===== config.mk =====
export PLATFORM = sky130hd
export DESIGN_NAME = dual_edge_mix_pipe
export DESIGN_NICKNAME = d
export VERILOG_FILES = /design/src/rtl/dual_edge_mix_pipe.sv
export SDC_FILE = /design/constraint.sdc
export NUM_CORES = 1
export LEC_CHECK = 0
export CAP_MARGIN = 20
export CORE_ASPECT_RATIO = 0.9
export CORE_UTILIZATION = 58
export DETAILED_ROUTE_END_ITERATION = 10
export HOLD_SLACK_MARGIN = 0.03
export PLACE_DENSITY = 0.84
export SLEW_MARGIN = 20
export SYNTH_ARGS = -nofsm -noshare
export SYNTH_HDL_FRONTEND = slang
export SYNTH_SLANG_ARGS = --single-unit

===== constraint.sdc =====
create_clock -name clk -period 4.1 [get_ports clk]
set_input_delay 0.82 -clock clk [delete_from_list [all_inputs] [get_ports clk]]
set_output_delay 0.82 -clock clk [all_outputs]
set_load 0.02 [all_outputs]

===== src/rtl/dual_edge_mix_pipe.sv =====
// Dual-edge XOR fold: a rising-edge register p and a falling-edge register n each mix d with
// the other's state. A mode-selected result feeds a stallable, valid-tracked output pipeline.
module dual_edge_mix_pipe #(
  parameter int WIDTH = 8,
  parameter int DEPTH = 2,
  parameter int CNT_W = 16
) (
  input  logic             clk,
  input  logic             rst,
  input  logic             in_valid,
  output logic             in_ready,
  input  logic [WIDTH-1:0] d,
  input  logic [1:0]       mode,
  input  logic             en,
  output logic [WIDTH-1:0] q,
  output logic             out_valid,
  output logic [CNT_W-1:0] out_cnt
);

  localparam logic [1:0] MODE_P    = 2'b00;
  localparam logic [1:0] MODE_N    = 2'b01;
  localparam logic [1:0] MODE_XOR  = 2'b10;
  localparam logic [1:0] MODE_HOLD = 2'b11;

  logic [WIDTH-1:0] p;
  logic [WIDTH-1:0] n;
  logic             p_valid;
  logic             accept;
  logic [WIDTH-1:0] sel_data;
  logic [WIDTH-1:0] stg_data [DEPTH];
  logic [DEPTH-1:0] stg_valid;

  assign in_ready = en;
  assign accept   = in_valid && en;

  // n lives on the falling edge, so p -> n and n -> p are both half-cycle paths.
  always_ff @(negedge clk) begin
    if (rst) begin
      n <= '0;
    end else if (accept) begin
      // NOTE: sequential state uses non-blocking assignments so every flop samples pre-edge values.
      n <= d ^ p;
    end
  end

  always_ff @(posedge clk) begin
    if (rst) begin
      p       <= '0;
      p_valid <= 1'b0;
    end else if (en) begin
      if (in_valid) begin
        p <= d ^ n;
      end
      p_valid <= in_valid;
    end
  end

  always_comb begin
    // NOTE: a default before the case guarantees every path assigns sel_data, so no latch is inferred.
    sel_data = stg_data[0];
    case (mode)
      MODE_P:    sel_data = p;
      MODE_N:    sel_data = n;
      MODE_XOR:  sel_data = p ^ n;
      MODE_HOLD: sel_data = stg_data[0];
      default:   sel_data = stg_data[0];
    endcase
  end

  always_ff @(posedge clk) begin
    if (rst) begin
      // NOTE: the pipeline is a handful of flops whose data is visible on q, so it is reset
      // alongside its valids; a RAM-style array would normally be left unreset.
      for (int k = 0; k < DEPTH; k++) begin
        stg_data[k] <= '0;
      end
      stg_valid <= '0;
    end else if (en) begin
      stg_data[0]  <= sel_data;
      stg_valid[0] <= p_valid;
      for (int k = 1; k < DEPTH; k++) begin
        stg_data[k]  <= stg_data[k-1];
        stg_valid[k] <= stg_valid[k-1];
      end
    end
  end

  assign q         = stg_data[DEPTH-1];
  assign out_valid = stg_valid[DEPTH-1];

  // Saturating count of output beats taken while the pipe advances.
  always_ff @(posedge clk) begin
    if (rst) begin
      out_cnt <= '0;
    end else if (en && out_valid && (out_cnt != {CNT_W{1'b1}})) begin
      out_cnt <= out_cnt + CNT_W'(1);
    end
  end

endmodule

Yosys cells after proc, flatten, opt, wreduce, memory -nomap -nowiden
Memories as Yosys holds them, arrays and structs flattened.
Cells that the tools add are included.
{"block": "totals", "memories": 1, "out_inout_bits": 26, "register_bits": 35, "ramBits": 16, "word_cells": 29, "input_bits": 14}
{"block": "op_classes", "bitwise": 5, "n_reduce_logical": 5, "add_sub_neg": 1, "muxes": 8, "eq_ne": 4}
{"name": "stg_data", "words": 2, "word_bits": 8, "read_ports": 2, "rd_clocked_by_memory_dff": 0, "write_ports": 2, "line": "30", "rtl": "logic [WIDTH-1:0] stg_data [DEPTH];"}
{"cell": "one-hot mux 8 bit (4 select lines)", "n": 1}
{"cell": "XOR 8 bit", "n": 3}
{"cell": "adder 16 x 1 -> 16 bit (second input constant)", "n": 1}
{"cell": "2-to-1 mux 8 bit", "n": 2}
{"cell": "inequality test 16 bit (second input constant)", "n": 1}
{"cell": "2-to-1 mux 1 bit", "n": 5}
{"cell": "equality test 2 bit (second input constant)", "n": 2}
{"cell": "logical AND 1 bit", "n": 3}
{"cell": "equality test 2 x 1 -> 1 bit (second input constant)", "n": 1}
{"cell": "logical NOT 2 bit", "n": 1}
{"cell": "bitwise OR 1 bit", "n": 2}
{"cell": "AND reduction 2 bit", "n": 1}

Longest topological paths before layout
Gate-level depths: netlist of run 1.
{"block": "depth", "depth_word": 4, "mapped_depth": 6}

==> run_results.csv, run 1 <==
group,metric,value,unit
synth,synth-seq-cells,51,
sta,slew_headroom,57.3,%
drt,dr.pass1.iters,4,
global_route,grt_pass1_vias,1706,
clocking,cts_tree,"done",
synth,synthFlopType,"dfxtp_1",
die,start_util,62.0,%
cells_and_area,final_cell_mix,"clkdlybuf4s50_1, dfxtp_1, a21oi_1",
critical_path,path_max_fanout,33,
die,floorplan.die_area,4710,sq um
cells_and_area,fin_cells,374,
drt,initialDrtViolationCount,107,
synth,ys_seq_area_share,45.8,%
power_and_ir_drop,power_leakage,1.08,nW
die,ios,40,
global_route,gr-total-overflow,0,
global_route,antenna_found_initial,0,
sta,holdWs,0.511,ns
synth,syn-instance-count,279,
cells_and_area,diodes,0,
place,globalplace.congestion,0.797,
sta,tightestPinTransition,0.638,ns
critical_path,critPathCaptureType,"flip-flop",
critical_path,cpPeakStageDelay,0.46,ns
cells_and_area,num-nets-final,331,
flow_run,max-cap-violations,0,
global_route,globalRouteTotalUtil,21.4,%
sta,finalMaxSlewViolations,0,
synth,ys_async_sr_fraction,0,%
clocking,cts.clk_slew.worst_paths,0.10,ns
drt,drt_wl_total,4710,microns
synth,synth_fa_ha_area_share,1.94,%
clocking,cts_root_buf,"clkbuf_8",
power_and_ir_drop,vdd_ir_drop_max,0.000266,V
sta,skew,0.0596,ns
synth,yosysUniqueCellTypes,38,
sta,setup_violations,0,
drt,viasPerCell,5.55,
place,io_buffers,39,
critical_path,start_kind,"primary input",
die,die_w,72.3,microns
critical_path,arrival,1.91,ns
global_route,grt_max_degree,34,
global_route,grt_pass1_wl,7750,microns
die,num_rows,22,
cells_and_area,fillers,282,
status,status,"finished, final reports clean",
cells_and_area,final_common_cell,"clkdlybuf4s50_1",
place,dp_hpwl,3390,microns
clocking,post-cts-setup-buffer-count,0,
sta,finalHoldViolCount,0,
critical_path,crit_chain,"clkdlybuf4s50_1 -> and2_1 -> buf_12 -> nor2_1 -> a211oi_1",
clocking,post_cts_resized,0,
synth,yosysWarnings,0,
cells_and_area,area_growth,20.6,%
synth,synth_edf_count,16,
die,core_area,4160,sq um
critical_path,crit_type,"in -> reg",
drt,vias,2076,
synth,synth_top_family_by_area,"simple AND/OR/NAND/NOR gates",
synth,yosys-mux-area-fraction,2.04,%
cells_and_area,drive_above_1_share,9.55,%
sta,fin_tns_setup,0,ns
synth,synthSimpleGateAreaFrac,21.6,%
clocking,cts_buffer_depth,2,
power_and_ir_drop,finalPower,1.06,mW
sta,grt_setup_unrepaired,"false",
clocking,clk_latency,0.37,ns
clocking,cts_sinks,51,
synth,syn_area_per_cell,9.23,sq um
drt,routedWlPerCell,12.6,microns
clocking,cts-buffers-inserted,5,
synth,synth_compound_area_share,16.2,%
clocking,ctsHtreeMaxLevel,2,
die,die_height,65.2,microns
critical_path,crit_required,2.32,ns
min_path,hold_path_class,"reg -> reg",
synth,synth-xor-area-share,5.44,%
power_and_ir_drop,power.density,340,nW/um^2
drt,remaining_drc_errors,0,
synth,syn_area,2580,sq um
synth,synth_nets,297,
clocking,hold_buffers,0,
place,placedCellCount,359,
critical_path,critPathSlowestCell,"clkdlybuf4s50_1",
drt,antenna_left,0,
[sequential cells by signal, summed over array words and instances (netlist names)]
| register | flops |
|---|---|
| p | 8 |
| out_cnt | 16 |
| p_valid | 1 |
| stg_valid | 2 |
| n | 8 |
| stg_data | 16 |
[synth_stat cells, types with 9 or more instances]
master / count / area share, %
a21oi_1: 28 / 5.4
buf_4: 9 / 2.6
xnor2_1: 16 / 5.4
dfxtp_1: 35 / 27
edfxtp_1: 16 / 19
nor2b_1: 10 / 2.4
a211oi_1: 17 / 5.0
inv_1: 14 / 2.0
nor2_1: 24 / 3.5
or3b_2: 9 / 3.1
o21ai_0: 16 / 3.1
and2_1: 10 / 2.4
clkbuf_1: 11 / 1.6
[report_power, final]
group | total, mW | internal, mW | switching, mW
sequential | 0.560 | 0.544 | 0.0166
combinational | 0.114 | 0.0574 | 0.0569
clock | 0.382 | 0.194 | 0.188
[layer usage]
| layer | up-vias | track usage [%] | wire, microns |
|---|---|---|---|
| met5 | - | 0 | 0 |
| met4 | 0 | 7.35 | 63 |
| met2 | 60 | 32.5 | 1980 |
| met1 | 955 | 29.5 | 2430 |
| met3 | 7 | 5.98 | 236 |
| li1 | 1054 | - | - |
[cell type report]
cell class                 count  area (sq um)  share of cell area (%)
inverter                      13          48.8                    1.57
multi-input combinational    190          1220                    39.1
timing repair buffer          44           440                    14.2
clock buffer                   5          68.8                    2.21
clock inverter                11          77.6                    2.50
sequential                    51          1180                    38.0
tap                           60          75.1                    2.42
[critical path, delay by kind of cell]
kind                   cells  cell delay (ns)
AOI/OAI and AO/OA          1             0.21
buffers and inverters      2             0.64
and+or+nand+nor            2             0.22
[path summary, 6_finish.rpt]
check,from,end,cells past startpoint,slack [ns]
hold reg to reg,p_valid,p_valid,2,0.51
setup reg to reg,n[2],stg_data[0][2],2,0.85
hold / removal,p_valid,p_valid,2,0.51
setup / recovery,en,n[2],5,0.42
[kinds of logic (layout without fill, tap and decap cells)]
logic type	Yosys count	after routing
AND/OR/NAND/NOR	95	95
AO/OA/AOI/OAI	70	70
flip-flops	51	51
buffers and inverters	38	73
XOR/XNOR	16	16
multiplexers	5	5
adder cells (fa/ha/maj)	4	4
[metrics by stage]
step                      utilization (%)  worst slack, ns  area [sq um]
after floorplan                         -            0.150          2580
after global placement               71.3           0.0998          2970
after detailed placement             71.3           0.0393          2970
after CTS                            74.8            0.418          3110
after global routing                 74.8            0.347          3110
final                                74.8            0.415          3110
No activity file was read; power rests on OpenSTA's default activity.
==> inputs of run 2 (changes only) <==
--- a/config.mk
+++ b/config.mk
@@ -7,10 +7,11 @@
 export LEC_CHECK = 0
 export CAP_MARGIN = 20
 export CORE_ASPECT_RATIO = 0.9
-export CORE_UTILIZATION = 58
+export CORE_UTILIZATION = 60
+export CTS_BUF_LIST = sky130_fd_sc_hd__clkbuf_8
 export DETAILED_ROUTE_END_ITERATION = 10
 export HOLD_SLACK_MARGIN = 0.03
-export PLACE_DENSITY = 0.84
+export PLACE_DENSITY = 0.87
 export SLEW_MARGIN = 20
 export SYNTH_ARGS = -nofsm -noshare
 export SYNTH_HDL_FRONTEND = slang
==> run_results.csv, run 2 (synthesis gave the netlist of run 1 again) <==
group,metric,value,unit
place,globalplace.congestion,0.823,
cells_and_area,diodes,0,
drt,vias,2127,
die,core_area,4100,sq um
sta,slew_headroom,58.4,%
clocking,cts_buffer_depth,2,
global_route,gr-total-overflow,0,
clocking,cts_sinks,51,
critical_path,path_max_fanout,33,
power_and_ir_drop,power.density,342,nW/um^2
sta,setup_violations,0,
cells_and_area,multi_input_area,1220,sq um
clocking,cts.clk_slew.worst_paths,0.09,ns
clocking,cts-buffers-inserted,5,
place,placed_area,2950,sq um
drt,antenna_left,0,
place,dp_hpwl,3660,microns
cells_and_area,fin_area,3090,sq um
status,violations,"design-rule violations",
critical_path,start_kind,"primary input",
flow_run,max-cap-violations,0,
die,floorplan.die_area,4560,sq um
sta,fin_tns_setup,0,ns
sta,grt_setup_unrepaired,"false",
die,ios,40,
clocking,post-cts-setup-buffer-count,0,
cells_and_area,largestRegisters,"out_cnt x16, stg_data x16",
cells_and_area,final_cell_mix,"clkdlybuf4s50_1, dfxtp_1, a21oi_1",
place,io_buffers,39,
status,status,"finished, violations left",
cells_and_area,num-nets-final,331,
sta,tightestPinTransition,0.622,ns
power_and_ir_drop,power_leakage,1.08,nW
die,die_height,64.2,microns
global_route,grt_pass1_wl,8490,microns
critical_path,crit_type,"in -> reg",
clocking,hold_buffers,0,
sta,skew,0.0717,ns
cells_and_area,drive_above_1_share,9.55,%
critical_path,crit_required,2.32,ns
drt,drt_wl_total,5160,microns
global_route,grt_max_degree,34,
power_and_ir_drop,vdd_ir_drop_max,0.000289,V
cells_and_area,register_area,1180,sq um
cells_and_area,fin_cells,362,
sta,finalHoldViolCount,0,
clocking,cts_tree,"done",
die,num_rows,22,
clocking,ctsHtreeMaxLevel,2,
clocking,cts_root_buf,"clkbuf_8",
place,post-place-ws,0.00381,ns
place,placedCellCount,347,
drt,viasPerCell,5.88,
cells_and_area,fillers,289,
drt,initialDrtViolationCount,132,
global_route,grt_pass1_vias,1857,
drt,remaining_drc_errors,4,
drt,routedWlPerCell,14.3,microns
sta,finalMaxSlewViolations,0,
die,start_util,62.8,%
clocking,post_cts_resized,0,
die,die_w,71.1,microns
global_route,globalRouteTotalUtil,24.0,%
clocking,clk_latency,0.37,ns
cells_and_area,final_common_cell,"clkdlybuf4s50_1",
sta,fin_ws,0.378,ns
cells_and_area,area_growth,19.8,%
global_route,antenna_found_initial,0,
drt,dr.pass1.iters,8,
critical_path,critPathCaptureType,"flip-flop",
min_path,hold_path_class,"reg -> reg",
critical_path,arrival,1.94,ns
[run 2: cell count changes in the layout (fill, tap and decap cells not counted)]
cell,previous run,this run
clkinv_4,2,0
clkinv_2,0,1
inv_4,0,1
[run 2: power by group]
| part | internal [mW] | leakage [nW] | switching [mW] |
|---|---|---|---|
| logic | 0.0574 | 0.516 | 0.0587 |
| registers | 0.544 | 0.461 | 0.0181 |
| clock network | 0.191 | 0.101 | 0.186 |
| total | 0.792 | 1.08 | 0.262 |
[run 2: worst paths after layout]
kind,start,endpoint,slack (ns),depth (start not counted)
setup / recovery,en,n[2],0.38,5
hold reg to reg,out_cnt[15],out_cnt[15],0.52,2
setup reg to reg,n[7],stg_data[0][7],0.82,2
hold / removal,out_cnt[15],out_cnt[15],0.52,2
[run 2: per-stage QoR]
| step | hold slack [ns] | power (mW) | util [%] |
|---|---|---|---|
| floorplan | 0.457 | 0.662 | - |
| global route | 0.541 | 1.10 | 75.3 |
| detailed placement | 0.490 | 0.701 | 71.9 |
| finish | 0.516 | 1.05 | 75.3 |
| CTS | 0.517 | 1.06 | 75.3 |
| global placement | 0.474 | 0.693 | 71.9 |
[run 2: critical path, cell delays in order]
cell and delay, ns:
clkdlybuf4s50_1 0.47, and2_1 0.17, buf_12 0.18, nor2_1 0.07, a211oi_1 0.23
[run 2: area by class of cell]
cell class	count	area share, %
Clock inverter	11	2.31
Tap cell	48	1.95
Inverter	13	1.58
Timing Repair Buffer	44	14.3
Sequential cell	51	38.3
Multi-Input combinational cell	190	39.4
Clock buffer	5	2.23
[run 2: routing by layer]
layer,vias to the layer above,wire length [microns],track usage [%]
met4,0,66,8.50
met1,993,2430,32.8
li1,1051,-,-
met5,-,0,0
met3,8,325,6.15
met2,75,2340,36.9
==> inputs of run 3 (changes only) <==
--- a/config.mk
+++ b/config.mk
@@ -12,6 +12,7 @@
 export DETAILED_ROUTE_END_ITERATION = 10
 export HOLD_SLACK_MARGIN = 0.03
 export PLACE_DENSITY = 0.87
+export REMOVE_ABC_BUFFERS = 1
 export SLEW_MARGIN = 20
 export SYNTH_ARGS = -nofsm -noshare
 export SYNTH_HDL_FRONTEND = slang
==> run_results.csv, run 3 (synthesis gave the netlist of run 1 again) <==
group,metric,value,unit
status,status,"finished, violations left",
status,violations,"design-rule violations",
drt,dr.pass1.iters,10,
critical_path,cp_top_family,"buffers and inverters",
power_and_ir_drop,switchingPower,0.251,mW
drt,wl_met2,2510,microns
power_and_ir_drop,power_leakage,1.07,nW
power_and_ir_drop,sw_frac_of_total,25.7,%
drt,vias,2074,
die,core_area,4100,sq um
global_route,globalRouteTotalUtil,24.0,%
sta,fin_tns_setup,0,ns
critical_path,reg2reg_slack,0.78,ns
drt,route.met3.wl,187,microns
sta,finalHoldViolCount,0,
critical_path,crit_type,"in -> reg",
die,die_w,71.1,microns
min_path,hold_path_class,"reg -> reg",
global_route,grt_pass1_vias,1846,
global_route,gr-total-overflow,0,
sta,grt_setup_unrepaired,"false",
sta,slew_headroom,58.5,%
power_and_ir_drop,pwr-share-seq,57.3,%
critical_path,arrival,1.95,ns
clocking,post_cts_resized,0,
place,io_buffers,39,
clocking,hold_buffers,0,
sta,fin_ws,0.369,ns
cells_and_area,final_cell_mix,"clkdlybuf4s50_1, dfxtp_1, a21oi_1",
drt,antenna_left,0,
clocking,cts.clk_slew.worst_paths,0.08,ns
clocking,cts_buffer_depth,2,
critical_path,crit_required,2.32,ns
power_and_ir_drop,power.density,320,nW/um^2
critical_path,path_max_fanout,33,
critical_path,cpPeakStageDelay,0.47,ns
clocking,ctsHtreeMaxLevel,2,
sta,tightestPinTransition,0.621,ns
cells_and_area,diodes,0,
cells_and_area,final_common_cell,"clkdlybuf4s50_1",
cells_and_area,area_growth,18.7,%
sta,finalMaxSlewViolations,0,
critical_path,start_kind,"primary input",
die,start_util,62.8,%
global_route,grt_pass1_wl,8530,microns
die,ios,40,
sta,skew,0.0783,ns
global_route,grt_max_degree,34,
drt,drt_wl_total,5070,microns
drt,remaining_drc_errors,6,
critical_path,crit_chain,"clkdlybuf4s50_1 -> and2_1 -> buf_12 -> nor2_1 -> a211oi_1",
critical_path,cp_num_buf_inv,2,
drt,dr.max_layer_used,"met4",
clocking,cts_tree,"done",
clocking,cts-buffers-inserted,5,
sta,setup_violations,0,
clocking,clk_latency,0.37,ns
place,globalplace.congestion,0.825,
die,floorplan.die_area,4560,sq um
critical_path,critPathSlowestCell,"clkdlybuf4s50_1",
cells_and_area,fin_area,3060,sq um
flow_run,max-cap-violations,0,
clocking,cts_root_buf,"clkbuf_8",
place,dp_hpwl,3680,microns
clocking,cts_sinks,51,
critical_path,critPathCaptureType,"flip-flop",
cells_and_area,num-nets-final,331,
clocking,post-cts-setup-buffer-count,0,
drt,viasPerCell,5.73,
global_route,antenna_found_initial,0,
die,num_rows,22,
place,post-place-ws,0.0221,ns
place,placed_area,2950,sq um
die,die_height,64.2,microns
drt,initialDrtViolationCount,144,
cells_and_area,drive_above_1_share,9.24,%
power_and_ir_drop,vdd_ir_drop_max,0.000253,V
drt,routedWlPerCell,14.0,microns
power_and_ir_drop,p_comb_share,11.8,%
power_and_ir_drop,p_clk_share,30.9,%
drt,met1_length,2350,microns
cells_and_area,largestRegisters,"out_cnt x16, stg_data x16",
power_and_ir_drop,power.internal,0.727,mW
[run 3: changes by cell type in the layout (fill, tap and decap cells not counted), sizes merged]
cell	delta
bufinv	-1
clkinvlp	+1
[run 3: final cells by class]
class                   instances  area (sq um)
flip-flops and latches         51          1180
clock buffers                   5          68.8
fillers                       325          1040
multi-input cells             190          1220
inverters                      13          48.8
repair buffers                 44           440
well taps                      48          60.1
clock inverters                11          43.8
[run 3: metrics by stage]
| stage | util, % | power [mW] | hold WS [ns] | std cells |
|---|---|---|---|---|
| after floorplan | - | 0.646 | 0.457 | 255 |
| after global placement | 71.9 | 0.693 | 0.470 | 347 |
| after detailed placement | 71.9 | 0.700 | 0.484 | 347 |
| after CTS | 74.6 | 0.979 | 0.507 | 362 |
| after global routing | 74.6 | 1.02 | 0.535 | 362 |
| final | 74.6 | 0.978 | 0.510 | 362 |
[run 3: power groups by stage]
stage               combinational (mW)  sequential [mW]  clock (mW)
global placement                 0.111            0.569      0.0135
CTS                              0.116            0.560       0.303
detailed placement               0.116            0.571      0.0135
finish                           0.116            0.560       0.302
floorplan                       0.0592            0.574      0.0135
global route                     0.128            0.562       0.330
[run 3: path summary, 6_finish.rpt]
check	from	to	depth (start not counted)
setup / recovery	en	n[0]	5
hold / removal	p_valid	p_valid	2
setup reg to reg	n[2]	stg_data[0][2]	2
hold reg to reg	p_valid	p_valid	2
[run 3: layer usage]
layer | vias to the layer above | GRT usage, %
li1 | 1053 | -
met1 | 973 | 31.9
met2 | 46 | 39.7
met3 | 2 | 5.05
met4 | 0 | 7.00
met5 | - | 0
[run 3: worst reg2reg max path: stages (launching register included)]
cell and delay [ns]:
dfxtp_1 0.39, or3b_2 0.46, a21oi_1 0.18
==> edit 1 (flow settings as in run 1) <==
Set the parameter `WIDTH` to 10 (it was 8).
--- a/src/rtl/dual_edge_mix_pipe.sv
+++ b/src/rtl/dual_edge_mix_pipe.sv
@@ -1,7 +1,7 @@
 // Dual-edge XOR fold: a rising-edge register p and a falling-edge register n each mix d with
 // the other's state. A mode-selected result feeds a stallable, valid-tracked output pipeline.
 module dual_edge_mix_pipe #(
-  parameter int WIDTH = 8,
+  parameter int WIDTH = 10,
   parameter int DEPTH = 2,
   parameter int CNT_W = 16
 ) (
Interface: changed (resized d and q); port bits go from 40 to 44. The function was not compared with the original's and may differ.
==> edit 1 against run 1 <==
Clock skew up 2.7 ps; critical path depth unchanged; worst setup slack worse by 140 ps; first-iteration DRC count down 2.8%; synthesized cell count up 16%; power up 31%; final cell count up 15%; sequential cell count up 8; sequential share of layout area down 0.40 points; routed wire length up 25%; cell area up 18%; combinational power up 25%; area after synthesis up 18%; critical endpoint unchanged.
==> edit 1: results (changes against run 1) <==
metric	value	unit	change
status	finished clean		
reg2reg_from	n[9]		
pre_cts_slack	7.43	ps	-31.9 ps
synthMuxAreaShare	2.84	%	+0.80 points
grt_pass1_wl	9.72	mm	+25%
ir_worst_vdd	0.000260	V	-2.3%
maxSlewHeadroom	62.5	%	+5.2 points
p_leak	1.36	nW	+26%
vias	2396		+15%
routedWlPerCell	13.7	um	+8.8%
synth_cell_types	43		+13%
synthTopCellsByArea	dfxtp_1, edfxtp_1, xnor2_1		
gp_congestion	0.807		+1.3%
worstPathMaxFanout	36		+9.1%
clk_transition_reported_paths	60	ps	-40 ps
grt_max_degree	37		+8.8%
stdcell_count	430		+15%
syn_avg_cell_area	9.42	um^2	+2.0%
worstPathArrival	2030	ps	+120 ps
first_iter_violations	104		-2.8%
synth_seq_area_share	45.4	%	-0.45 points
synth-adder-area-share	1.64	%	-0.30 points
dpl.cell_count	405		+13%
setup_slack	280	ps	-135 ps
ff2ff_setup_slack	780	ps	-70 ps
cts-buffers-inserted	9		+4
portBuffers	43		+10%
drive_above_1_share	12.9	%	+3.3 points
==> edit 1: changes by cell type after synthesis, sizes merged, moves of 4 or more <==
cell	run 1	this run
or3	8	0
buf	13	17
nand2	5	17
xnor2	16	20
and2	10	3
nor4	4	0
nor2b	10	15
nor2	24	29
a211oi	17	22
and3	2	12
dfxtp	35	39
edfxtp	16	20
clkbuf	11	15
==> edit 1: area by class of cell <==
class                      instances  share of cell area [%]
multi-input combinational        215                    38.5
sequential                        59                    37.6
timing repair buffer              49                    13.3
clock buffer                      10                    3.58
clock inverter                    16                    3.20
inverter                          16                    1.63
tap                               65                    2.21
==> edit 1: power groups by stage <==
| stage | sequential [mW] | combinational [mW] | clock, mW |
|---|---|---|---|
| detailed placement | 0.667 | 0.141 | 0.0165 |
| floorplan | 0.661 | 0.102 | 0.0165 |
| CTS | 0.655 | 0.143 | 0.598 |
| global route | 0.658 | 0.158 | 0.628 |
| global placement | 0.665 | 0.135 | 0.0165 |
| finish | 0.656 | 0.143 | 0.588 |
==> edit 1: how the worst min path moves through the flow <==
| stage | startpoint | slack, ps | depth (start not counted) | endpoint |
|---|---|---|---|---|
| after floorplan | p_valid | 460 | 2 | p_valid |
| after global placement | stg_valid[0] | 470 | 2 | stg_valid[1] |
| after detailed placement | p_valid | 480 | 2 | p_valid |
| after CTS | p_valid | 500 | 2 | p_valid |
| after global routing | stg_valid[0] | 530 | 2 | stg_valid[0] |
| final | stg_valid[0] | 500 | 2 | stg_valid[0] |
==> edit 1: per-layer routing <==
layer,GRT usage (%),vias to the layer above,part of all wire (%)
li1,-,1208,-
met1,30.9,1110,47
met2,34.8,70,47
met3,7.61,8,5.0
met4,8.23,0,1.4
met5,0,-,0
==> edit 1: critical path, stage by stage <==
cell and delay (ps):
clkdlybuf4s50_1 460, and2_1 170, buf_12 190, nor2_1 80, a211oi_1 310
==> edit 1: cell families after synthesis <==
kind of cell / after synthesis
buf+inv: 49
compound gates: 78
fa+ha+maj: 4
simple gates: 105
mux: 8
flops: 59
xor+xnor: 20
==> edit 1: stage by stage <==
| step | hold slack [ps] | total power, mW | instance area [um^2] |
|---|---|---|---|
| 2_1_floorplan | 457 | 0.779 | 3040 |
| 3_3_place_gp | 473 | 0.817 | 3430 |
| 3_5_place_dp | 482 | 0.824 | 3430 |
| 4_1_cts | 498 | 1.40 | 3670 |
| 5_1_grt | 530 | 1.44 | 3670 |
| 6_report | 497 | 1.39 | 3670 |
==> edit 2 (config.mk and constraints of run 1) <==
Without the edit above. Register the output `out_cnt` once more, without a reset; this adds one clock of latency there. The other outputs are not delayed to match.
--- a/src/rtl/dual_edge_mix_pipe.sv
+++ b/src/rtl/dual_edge_mix_pipe.sv
@@ -21,6 +21,8 @@
   localparam logic [1:0] MODE_N    = 2'b01;
   localparam logic [1:0] MODE_XOR  = 2'b10;
   localparam logic [1:0] MODE_HOLD = 2'b11;
+
+  logic [CNT_W-1:0] out_cnt_s0;
 
   logic [WIDTH-1:0] p;
   logic [WIDTH-1:0] n;
@@ -91,10 +93,14 @@
   // Saturating count of output beats taken while the pipe advances.
   always_ff @(posedge clk) begin
     if (rst) begin
-      out_cnt <= '0;
-    end else if (en && out_valid && (out_cnt != {CNT_W{1'b1}})) begin
-      out_cnt <= out_cnt + CNT_W'(1);
+      out_cnt_s0 <= '0;
+    end else if (en && out_valid && (out_cnt_s0 != {CNT_W{1'b1}})) begin
+      out_cnt_s0 <= out_cnt_s0 + CNT_W'(1);
     end
   end
 
+  always_ff @(posedge clk) begin
+    out_cnt <= out_cnt_s0;
+  end
+
 endmodule
Check against the original RTL: not checked (the comparison handles one clock edge and no latches or derived clocks); the edit may change what the design does.
==> edit 2 against run 1 <==
Core utilization is 1.1 points higher; global-route usage is 0.11 points higher; power rose by 31%; cell area is 12% higher; sequential cell count increased by 16; routed wire length increased by 6.8%; worst hold slack got worse by 120 ps; synthesized cell count rose by 3.6%; clock power grew 43%; first-iteration DRC count increased by 71%; worst setup slack got worse by 77 ps; area after synthesis rose by 12%; via count up 3.7%; largest power group unchanged.
==> edit 2: results (changes against run 1) <==
metric	value	unit	change
ir_worst_vdd	0.000247	V	-7.2%
clk_transition_reported_paths	60	ps	-40 ps
routedWlPerCell	12.7	um	+0.88%
max_stage_delay	530	ps	+70 ps
worstPathMaxFanout	28		-15%
grtUsageTotal	21.6	%	+0.11 points
drt-vias-per-instance	5.44		-2.1%
drive_above_1_share	9.28	%	-0.27 points
cts-buffers-inserted	9		+4
worstPathArrival	1990	ps	+80 ps
p_leak	1.23	nW	+14%
gp_congestion	0.736		-7.7%
met1_length	2.56	mm	+5.2%
hpwl	3.43	mm	+1.1%
syn_avg_cell_area	9.94	um^2	+7.7%
grt_pass1_wl	8.47	mm	+9.4%
wl_met3	237	um	+0.42%
status	finished clean		
pre_cts_slack	-18.8	ps	-58.1 ps
fill_cells	308		+9.2%
cts_sinks	67		+31%
use_met3	7.11	%	+1.1 points
synth.top_cells.by_count	dfxtp_1, a21oi_1, nor2_1		
first_iter_violations	183		+71%
synthTopCellsByArea	dfxtp_1, edfxtp_1, a21oi_1		
clkCellAreaFrac	6.20	%	+1.5 points
multiInputGateArea	1190	um^2	-2.0%
dpl.cell_count	373		+3.9%
synth.net_count	307		+3.4%
core	4600	um^2	+11%
vias	2153		+3.7%
wl_met2	2.16	mm	+9.2%
syn_to_final_growth	21.5	%	
## edit 2: worst reg2reg max path: cells and delay by family (launching register included)
family	cells	cell delay, ps
flops	1	370
compound gates	1	170
simple gates	1	450
## edit 2: worst paths after layout
path,startpoint,end,slack (ps),cells past startpoint
setup / recovery,en,n[3],340,5
hold / removal,out_cnt_s0[14],out_cnt[14],400,0
setup reg to reg,n[2],stg_data[0][2],860,2
hold reg to reg,out_cnt_s0[14],out_cnt[14],400,0
## edit 2: cell families (layout without fill, tap and decap cells)
family | after synthesis | count (layout) | share of synthesized area [%]
buf+inv | 38 | 83 | 6.27
compound gates | 71 | 71 | 15.0
mux | 3 | 3 | 1.04
xor+xnor | 17 | 17 | 5.18
flops | 67 | 67 | 52.2
fa+ha+maj | 4 | 4 | 1.74
simple gates | 89 | 89 | 18.5
